[src/rtl/jk_cmd_sequencer.sv]
// Buffers JK commands in a small FIFO and replays them as j/k/en with setup, enable and hold windows.
// Define JKSEQ_TOGGLE_GUARD_EN to give toggle commands a single-cycle enable window.
module jk_cmd_sequencer #(
  parameter int DEPTH     = 4,
  parameter int SETUP_CYC = 1,
  parameter int EN_CYC    = 1,
  parameter int HOLD_CYC  = 1
) (
  input  logic                     clk,
  input  logic                     reset,
  input  logic                     cmd_valid,
  input  logic [1:0]               cmd,
  output logic                     cmd_ready,
  output logic                     j,
  output logic                     k,
  output logic                     en,
  output logic                     busy,
  output logic [$clog2(DEPTH):0]   fifo_count,
  output logic                     q_model
);

  localparam int AW     = $clog2(DEPTH);
  localparam int CW     = AW + 1;
  localparam int MAX_SE = (SETUP_CYC > EN_CYC) ? SETUP_CYC : EN_CYC;
  localparam int MAXC   = (MAX_SE > HOLD_CYC) ? MAX_SE : HOLD_CYC;
  localparam int PW     = $clog2(MAXC) + 1;

  localparam logic [CW-1:0] FULL     = CW'(DEPTH);
  localparam logic [PW-1:0] SETUP_LD = PW'(SETUP_CYC - 1);
  localparam logic [PW-1:0] EN_LD    = PW'(EN_CYC - 1);
  localparam logic [PW-1:0] HOLD_LD  = PW'(HOLD_CYC - 1);
  localparam logic [PW-1:0] GAP_LD   = PW'(1);

`ifdef JKSEQ_TOGGLE_GUARD_EN
  localparam bit TOGGLE_GUARD = 1'b1;
`else
  localparam bit TOGGLE_GUARD = 1'b0;
`endif

  typedef enum logic [1:0] {S_IDLE, S_SETUP, S_ENABLE, S_HOLD} state_t;

  state_t          state_q;
  logic [PW-1:0]   phase_q;
  logic            j_q, k_q, en_q, q_q;
  logic [1:0]      mem_q [DEPTH];
  logic [AW-1:0]   wr_ptr_q, rd_ptr_q;
  logic [CW-1:0]   count_q, count_d;
  logic            push, pop;
  logic [1:0]      head;

  function automatic logic [PW-1:0] en_load(input logic [1:0] c);
    return (TOGGLE_GUARD && (c == 2'b11)) ? '0 : EN_LD;
  endfunction

  function automatic logic jk_next(input logic q, input logic jj, input logic kk);
    case ({jj, kk})
      2'b01:   return 1'b0;
      2'b10:   return 1'b1;
      2'b11:   return ~q;
      default: return q;
    endcase
  endfunction

  // No push-through: a full FIFO refuses even when a pop lands on the same edge.
  assign cmd_ready = !reset && (count_q < FULL);
  assign push      = cmd_valid && cmd_ready;
  assign pop       = (state_q == S_IDLE) && (phase_q == '0) && (count_q != '0);
  assign count_d   = count_q + CW'(push) - CW'(pop);
  assign head      = mem_q[rd_ptr_q];

  always_ff @(posedge clk) begin
    if (reset) begin
      wr_ptr_q <= '0;
      rd_ptr_q <= '0;
      count_q  <= '0;
    end else begin
      if (push) begin
        mem_q[wr_ptr_q] <= cmd;
        wr_ptr_q        <= wr_ptr_q + 1'b1;
      end
      if (pop) rd_ptr_q <= rd_ptr_q + 1'b1;
      count_q <= count_d;
    end
  end

  // Returning to IDLE loads a one-cycle gap so every command costs 2+SETUP+EN+HOLD cycles.
  always_ff @(posedge clk) begin
    if (reset) begin
      state_q <= S_IDLE;
      phase_q <= '0;
      j_q     <= 1'b0;
      k_q     <= 1'b0;
      en_q    <= 1'b0;
      q_q     <= 1'b0;
    end else begin
      case (state_q)
        S_IDLE: begin
          if (phase_q != '0) begin
            phase_q <= phase_q - 1'b1;
          end else if (pop) begin
            {j_q, k_q} <= head;
            if (SETUP_CYC > 0) begin
              state_q <= S_SETUP;
              phase_q <= SETUP_LD;
            end else begin
              state_q <= S_ENABLE;
              en_q    <= 1'b1;
              phase_q <= en_load(head);
            end
          end
        end
        S_SETUP: begin
          if (phase_q != '0) begin
            phase_q <= phase_q - 1'b1;
          end else begin
            state_q <= S_ENABLE;
            en_q    <= 1'b1;
            phase_q <= en_load({j_q, k_q});
          end
        end
        S_ENABLE: begin
          q_q <= jk_next(q_q, j_q, k_q);
          if (phase_q != '0) begin
            phase_q <= phase_q - 1'b1;
          end else begin
            en_q <= 1'b0;
            if (HOLD_CYC > 0) begin
              state_q <= S_HOLD;
              phase_q <= HOLD_LD;
            end else begin
              state_q <= S_IDLE;
              j_q     <= 1'b0;
              k_q     <= 1'b0;
              phase_q <= GAP_LD;
            end
          end
        end
        S_HOLD: begin
          if (phase_q != '0) begin
            phase_q <= phase_q - 1'b1;
          end else begin
            state_q <= S_IDLE;
            j_q     <= 1'b0;
            k_q     <= 1'b0;
            phase_q <= GAP_LD;
          end
        end
        default: state_q <= S_IDLE;
      endcase
    end
  end

  assign j          = j_q;
  assign k          = k_q;
  assign en         = en_q;
  assign q_model    = q_q;
  assign fifo_count = count_q;
  assign busy       = (state_q != S_IDLE) || (count_q != '0);

endmodule

[config.mk]
export PLATFORM = sky130hd
export DESIGN_NAME = jk_cmd_sequencer
export DESIGN_NICKNAME = d
export VERILOG_FILES = /design/src/rtl/jk_cmd_sequencer.sv
export SDC_FILE = /design/constraint.sdc
export NUM_CORES = 1
export LEC_CHECK = 0
export BUFFER_PORTS_ARGS = -buffer_cell sky130_fd_sc_hd__clkbuf_2
export CAP_MARGIN = 25
export CORE_UTILIZATION = 50
export DETAILED_ROUTE_END_ITERATION = 8
export PLACE_DENSITY = 0.7
export SLEW_MARGIN = 20
export SYNTH_ARGS = -nofsm -noshare
export SYNTH_HDL_FRONTEND = slang
export SYNTH_SLANG_ARGS = --single-unit
[constraint.sdc]
create_clock -name clk -period 2.4 [get_ports clk]
set_input_delay 0.48 -clock clk [delete_from_list [all_inputs] [get_ports clk]]
set_output_delay 0.48 -clock clk [all_outputs]
set_load 0.01 [all_outputs]
==> summary.md <==
| Metric | Value |
|---|---|
| CTS max path bufs | 2 |
| CP max FO | 5 |
| Metal3 WL | 70 µm |
| Cells after Synth | 100 |
| Buffers on Ports | 13 |
| Comb pwr share | 42.9% |
| Layout Nets | 135 |
| Largest net degree at the start of global routing | 18 |
| DP Area | 1240 µm² |
| WP data required | 2610 ps |
| Root Driver | clkbuf_4 |
| # clock sinks | 24 |
| Ports | 14 |
| CTS clk-pin slew, worst paths | 120 ps |
| Die width | 49.9 µm |
| Arr. time, crit path | 2390 ps |
| Worst-case vdd ir drop | 0.000733 V |
| Design area | 1280 µm² |
| Setup ws final | 221 ps |
| Multi-input logic area | 526 µm² |
| Setup TNS | 0 ps |
| Max H-tree Level | 1 |
| Cell internal pwr | 0.000918 W |
| Number of global-route vias before repair | 742 |
| Slew Viols, Final | 0 |
| DRC Markers | 0 |
| HPWL after DPL | 1400 µm |
| Flop pwr share | 42.9% |
| Clock power frac | 14.2% |
| Post-route ant nets | 0 |
| Avg Cell Area, Syn | 11.5 µm² |
| Asr flop ratio synth | 0% |
| Least-Margin Pin Slew | 370 ps |
| Cell Pwr Density | 1130 nW/µm² |
| Inserted Clock Buffers | 3 |
| Startpoint types | flip-flop |
| Avg Vias per Cell | 5.06 |
| Layout filler cell count | 175 |
| Max Clk Rate | 459 MHz |
| DR iter-0 viols | 15 |
| Synth warn | 0 |
| Yosys cell types | 30 |
| Net Count, Synth | 117 |
| Mean routed wirelength per cell | 12.6 µm |
| Setup crit start | state_q[1] |
| Place WS | 246 ps |
| Sw Pwr | 0.000526 W |
| Cts hold-fix bufs | 0 |
| FF+latch area | 561 µm² |
| Cts repair resizes | 0 |
| Via count | 729 |
| Clock Skews | 6.60 ps |
| First-pass GRT wire length | 3240 µm |
| Seq/Total Area, Yosys | 48.9% |
| Dpl cells | 140 |
| Critical R2R Launch | state_q[1] |
| Hold_ws | 384 ps |
| Hold Path Depth | 1 |
| Die Span Y | 49.9 µm |
| Initial Utilization | 55.6% |
| Drt pass-1 iters | 4 |
| Antenna violations before repair | 0 |
| Clk_lat worst skew | 310 ps |
| Antenna Cells | 0 |
| Die ar. | 2490 µm² |
| Hold path startpoint | cmd[0] |
| Total GRT Usage | 17.8% |
| Floorplan row count | 16 |
| M1 WL | 836 µm |
| CTS tree | built |
| R2R cell count | 10 |
| Gr ovfl total | 0 |
| Post-synth EDFFs | 8 |
| Period utilization | 90.8% |
| Top_reg_cell synth | dfxtp_1 |
| Ratio of cells with drive above 1 in the final layout | 21.4% |
| Core area | 2060 µm² |
| Met2 WL | 865 µm |
| Number of buffers added for setup after CTS | 0 |
| Final RePlAce weighted congestion | 0.792 |
| Fin crit period | 2180 ps |
| DRT Wirelength | 1810 µm |
| Final Setup Violations | 0 |
| Synthesis-to-finish area growth | 11.8% |
| Switching Share | 36.4% |
| Max Cap Viol | 0 |
| Status | completed |
| Synth Register Bits | 24 |
| Leak | 0.518 nW |
| Hold crit path type | in2reg |
| Final hold violations | 0 |
| DR top layer | met4 |
| Max-slew headroom | 75.2% |
| Synthesized area | 1150 µm² |
| RSZ-0062 raised after global routing | false |
| Final Non-Filler Cells | 144 |
| CP Capture Type | flip-flop |
| CP Class | reg2reg |
synthesized netlist by cell type, types with 2 or more instances:
library cell	n	area, µm²
a21oi_1	8	40.0
and2_1	4	25.0
dfxtp_1	16	320
edfxtp_1	8	240
ha_1	11	138
inv_1	12	45.0
mux4_2	2	45.0
nand4_1	2	12.5
nor2_1	6	22.5
nor2b_1	3	18.8
nor3_1	2	10.0
o21ai_0	5	25.0
or3_1	2	12.5
xnor2_1	3	26.3
final cells by class:
| type | instances | share of cell area (%) |
|---|---|---|
| sequential | 24 | 43.7 |
| multi-input combinational | 62 | 41.0 |
| timing repair buffer | 15 | 6.25 |
| inverter | 12 | 3.52 |
| clock buffer | 4 | 2.83 |
| tap | 27 | 2.64 |
power by group through the flow:
stage | clock network, W | logic [W] | registers [W]
2_1_floorplan | 0 | 0.000459 | 0.000628
3_3_place_gp | 0 | 0.000603 | 0.000624
3_5_place_dp | 0 | 0.000623 | 0.000630
4_1_cts | 0.000215 | 0.000628 | 0.000619
5_1_grt | 0.000234 | 0.000715 | 0.000635
6_report | 0.000205 | 0.000620 | 0.000619
through the flow:
step / total power (W) / utilization [%]
2_1_floorplan: 0.00109 / -
3_3_place_gp: 0.00123 / 60.4
3_5_place_dp: 0.00125 / 60.4
4_1_cts: 0.00146 / 62.1
5_1_grt: 0.00158 / 62.1
6_report: 0.00144 / 62.1
registers in the layout (all words and copies together), names as in the netlist, named ones only:
register    cells
mem_q           8
phase_q         1
q_model         1
wr_ptr_q        2
k               1
j               1
fifo_count      3
state_q         2
en              1
rd_ptr_q        2
path summary, 6_finish.rpt:
| path | to | slack (ps) |
|---|---|---|
| min reg2reg | q_model | 500 |
| min | mem_q[1][0] | 380 |
| max reg2reg | fifo_count[2] | 220 |
| max | fifo_count[2] | 220 |
kinds of logic (layout without fill, tap and decap cells):
group | count (synthesis) | in the layout | share of synthesized area (%)
buf+inv | 14 | 31 | 5.24
flops | 24 | 24 | 48.9
mux | 2 | 2 | 3.93
simple gates | 25 | 25 | 14.6
xor+xnor | 3 | 3 | 2.29
compound gates | 20 | 20 | 11.2
fa+ha+maj | 12 | 12 | 13.8
metal layers:
metal | up-vias | track usage [%]
met2 | 14 | 30.2
met1 | 329 | 20.7
met4 | 0 | 7.14
met3 | 4 | 5.56
li1 | 382 | -
met5 | - | 0
layout by cell type (no fill, tap or decap), drive strengths merged:
master,synthesis,final
a31o,1,1
nand4,2,2
inv,12,12
o21bai,1,1
ha,11,11
o21ai,5,5
nand2b,1,1
and2,4,4
nor4b,1,1
nand2,1,1
fa,1,1
nor3,2,2
a21oi,8,8
mux4,2,2
or3b,1,1
o31ai,1,1
clkbuf,1,17
edfxtp,8,8
a311oi,2,2
xnor2,3,3
dfxtp,16,16
buf,1,2
nor2,6,6
nor2b,3,3
or3,3,3
a211oi,1,1
nor3b,1,1
o31a,1,1
worst max-delay path, cell delays in order (launching register included):
cell and delay, ps:
dfxtp_1 430, inv_1 110, ha_1 250, nand2b_1 140, nor2_1 70, ha_1 280
inv_1 40, ha_1 180, fa_1 370, xnor2_1 160, nor2_1 50
Note: power is estimated with default switching activity, not from simulation.
